--- src/rtl/calc1_port_resp.sv ---
// calc1_port_resp: two-operand command calculator with a fixed-latency one-cycle response
module calc1_port_resp #(
    parameter int RESP_DELAY = 0
) (
    input  logic        c_clk,
    input  logic        reset,
    input  logic [3:0]  req_cmd_in,
    input  logic [31:0] req_data_in,
    output logic [1:0]  out_resp,
    output logic [31:0] out_data,
    output logic        busy
);
    typedef enum logic [1:0] {IDLE, OP2, WAIT, RESP} state_t;
    state_t      state;
    logic [3:0]  cmd, cnt;
    logic [31:0] op1, op2, b, res;
    logic [32:0] sum;
    logic        err;
    // result of the captured command; in OP2 operand 2 is taken straight from the bus
    always_comb begin
        b   = (state == OP2) ? req_data_in : op2;
        sum = {1'b0, op1} + {1'b0, b};
        err = 1'b0;
        res = '0;
        case (cmd)
            4'd1: begin
                err = sum[32];
                res = sum[32] ? '0 : sum[31:0];
            end
            4'd2: begin
                err = b > op1;
                res = (b > op1) ? '0 : op1 - b;
            end
            4'd5: res = op1 << b[4:0];
            4'd6: res = op1 >> b[4:0];
            default: err = 1'b1;
        endcase
    end
    // control FSM; the response registers are loaded on entry to RESP and cleared on every other edge
    always_ff @(posedge c_clk or posedge reset) begin
        if (reset) begin
            state    <= IDLE;
            cmd      <= '0;
            op1      <= '0;
            op2      <= '0;
            cnt      <= '0;
            busy     <= 1'b0;
            out_resp <= 2'd0;
            out_data <= '0;
        end else begin
            out_resp <= 2'd0;
            out_data <= '0;
            case (state)
                IDLE: if (req_cmd_in != 4'd0) begin
                    cmd   <= req_cmd_in;
                    op1   <= req_data_in;
                    busy  <= 1'b1;
                    state <= OP2;
                end
                OP2: begin
                    op2 <= req_data_in;
                    cnt <= 4'(RESP_DELAY);
                    if (RESP_DELAY > 0) begin
                        state <= WAIT;
                    end else begin
                        state    <= RESP;
                        out_resp <= err ? 2'd2 : 2'd1;
                        out_data <= res;
                    end
                end
                WAIT: begin
                    cnt <= cnt - 4'd1;
                    if (cnt == 4'd1) begin
                        state    <= RESP;
                        out_resp <= err ? 2'd2 : 2'd1;
                        out_data <= res;
                    end
                end
                RESP: begin
                    busy  <= 1'b0;
                    state <= IDLE;
                end
            endcase
        end
    end
endmodule

--- config.mk ---
export PLATFORM = sky130hd
export DESIGN_NAME = calc1_port_resp
export DESIGN_NICKNAME = d
export VERILOG_FILES = /design/src/rtl/calc1_port_resp.sv
export SDC_FILE = /design/constraint.sdc
export NUM_CORES = 1
export LEC_CHECK = 0
export CORE_MARGIN = 4
export CORE_UTILIZATION = 37
export CTS_BUF_LIST = sky130_fd_sc_hd__clkbuf_8
export CTS_CLUSTER_SIZE = 20
export DETAILED_ROUTE_END_ITERATION = 8
export PLACE_DENSITY = 0.65
export SYNTH_ARGS = -nofsm -noshare
export SYNTH_HDL_FRONTEND = slang
export SYNTH_SLANG_ARGS = --single-unit
--- constraint.sdc ---
create_clock -name c_clk -period 4.65 [get_ports c_clk]
set_input_delay 0.93 -clock c_clk [delete_from_list [all_inputs] [get_ports c_clk]]
set_output_delay 0.93 -clock c_clk [all_outputs]
set_load 0.02 [all_outputs]
==> results.yml <==
finish:
  nets: 1604
  drive_gt1_share_pct: 18.3
  insertedDiodeCount: 0
  area_growth_pct: 20.0
critical_path:
  crit_arrival_ns: 4.81
  path_max_fanout: 29
  path_class: "reg2reg"
  cp.required_ns: 4.92
  cp-end-kind: "register"
  start_kind: "register"
global_routing:
  antenna_found_initial: 1
  grt_overflow_total: 0
  grt_pass1_vias: 11048
  grt_max_degree: 70
  grt_pass1_wl_um: 65500
  global_route.usage.total_pct: 24.8
sta:
  fmax_mhz: 221
  finalHoldViolCount: 0
  setup_slack_ns: 0.119
  finalSetupTns_ns: 0
  setup_viol: 0
  worst_slew_pin_slew_ns: 0.921
  fin_crit_ns: 4.53
  clock_skew_ns: 0.0122
  finalCritPeriodShare_pct: 97.4
  maxSlewViolCount: 0
  rsz0062_at_grt: "false"
  max_slew_margin_pct: 37.8
clock_network:
  cts.clk_slew.worst_paths_ns: 0.13
  cts_tree: "yes"
  htreeDepth: 3
  cts_root_buffer: "clkbuf_8"
  cts_hold_repair.buffers: 0
  cts.path.max_buffers: 2
  clk_latency_ns: 0.41
  cts_sinks: 109
  cts_buffers: 9
die:
  start_util_pct: 37.6
  std_cell_rows: 63
  die_w_um: 182
  die_area_um2: 33000
  die_h_um: 182
  core-area_um2: 29700
  ioPinCount: 73
routing:
  drtIter0Drc: 1449
  drc: 0
  wl_met1_um: 18500
  dr_wl_met2_um: 19200
  routed.top_layer: "met5"
  drtAntennaViolNets: 0
  avgRoutedWirePerCell_um: 22.6
  dr.pass1.iters: 6
  routed_wl_um: 42500
  vias_per_cell: 6.15
  wl_met3_um: 3840
  vias: 11578
run_status:
  outcome: "complete, no violations"
yosys:
  synth-edff-count: 0
  synthFlopType: "dfrtp_1"
  synth_area_leaders: "dfrtp_1, ha_1, mux2i_1, mux2_2, nand2_1"
  async_flop_share_pct: 100
  ys_types: 81
  syn-num-nets: 1465
  ys_seq_area_share_pct: 24.4
  ys_seq_elements: 109
  yosysTopAreaCell: "dfrtp_1"
  synth_top_cell_area_share_pct: 24.4
  avgSynthCellArea_um2: 8.28
  synth_area_um2: 11200
  syn_inst: 1349
  yosysWarnings: 0
place:
  dp_slack_ns: -0.139
  port_buffers: 72
  hpwl_um: 32900
  gp_congestion: 1.04
run:
  drv_cap: 0
worst_hold_path:
  min_path_type: "reg2reg"
[metrics by stage]
stage	instances	util [%]	hold slack (ns)	area, um^2
2_1_floorplan	1349	-	0.480	11200
6_report	1883	45.1	0.530	13400
4_1_cts	1881	45.0	0.532	13400
5_1_grt	1883	45.1	0.553	13400
3_5_place_dp	1865	44.4	0.504	13200
3_3_place_gp	1865	44.4	0.498	13200
[cell usage after synthesis, types with 19 or more instances]
library cell and instances:
nand2_1 142, nor2_1 112, dfrtp_1 109, a21oi_1 103
mux2i_1 90, o21ai_0 80, ha_1 77, inv_1 72
mux2_2 62, clkbuf_1 50, nand3_1 37, o22ai_1 29
a31oi_1 25, buf_2 22, xnor2_1 22, nor3_1 20
mux4_2 19
[sequential cells by signal, indices dropped and copies added (netlist names)]
signal and flops:
busy 1, cmd 4, cnt 4, op1 32, op2 32, out_data 32
out_resp 2, state 2
[cell type report]
cell class / count / area (um^2)
Tap cell: 390 / 488
Multi-Input combinational cell: 1073 / 7810
Clock buffer: 9 / 124
Timing Repair Buffer: 220 / 1910
Inverter: 75 / 284
Fill cell: 2973 / 16300
Clock inverter: 7 / 66.3
Sequential cell: 109 / 2730
[layer usage]
layer,track usage [%],vias to the layer above
met3,4.87,75
met4,6.21,2
met5,0,-
met1,35.3,5683
met2,39.0,569
li1,-,5249
[cells in the final DEF, fill, tap and decap left out, drive strengths merged, types with 29 or more instances in the layout]
| master | instances |
|---|---|
| a21oi | 104 |
| buf | 148 |
| clkdlybuf4s50 | 72 |
| dfrtp | 109 |
| ha | 77 |
| inv | 78 |
| mux2 | 62 |
| mux2i | 91 |
| nand2 | 142 |
| nand3 | 37 |
| nor2 | 112 |
| o21ai | 81 |
| o22ai | 29 |
[final timing paths]
| check | start | depth (start not counted) | slack, ns | endpoint |
|---|---|---|---|---|
| min reg2reg | cnt[2] | 1 | 0.53 | cnt[2] |
| min in group asynchronous | reset | 2 | 1.03 | op1[10] |
| max in group asynchronous | reset | 3 | 2.89 | out_data[28] |
| max reg2reg | state[1] | 17 | 0.12 | out_data[28] |
| max | state[1] | 17 | 0.12 | out_data[28] |
| min | cnt[2] | 1 | 0.53 | cnt[2] |
[cell families after synthesis]
logic type,Yosys count,share of synthesized area (%)
muxes,172,18.3
and+or+nand+nor,385,15.6
adders and majority gates,78,8.80
buffers and inverters,167,6.10
AOI/OAI and AO/OA,412,24.7
DFF,109,24.4
xor gates and xnor gates,26,2.04
[worst max-delay path, cell delays in order (launching register included)]
cell and delay [ns]:
dfrtp_1 0.44, inv_1 0.12, ha_2 0.21, buf_12 0.23, mux2_2 0.38, ha_1 0.22
fa_1 0.43, a211oi_2 0.35, o211ai_1 0.19, a21oi_2 0.25, o311ai_0 0.23, a32oi_2 0.36
buf_4 0.18, nor2_1 0.06, nor3_1 0.19, xnor2_1 0.10, a221oi_1 0.27, o22ai_1 0.12
[what timing repair did]
| action | CTS | global route |
|---|---|---|
| buffers inserted | 0 | 2 |
| setup endpoints to repair | 0 | 13 |
| gates resized for setup | 0 | 2 |
Power is left out: the tool's default activity adds up to more than one toggle a clock period on the data nets, which glitch-free logic cannot reach.
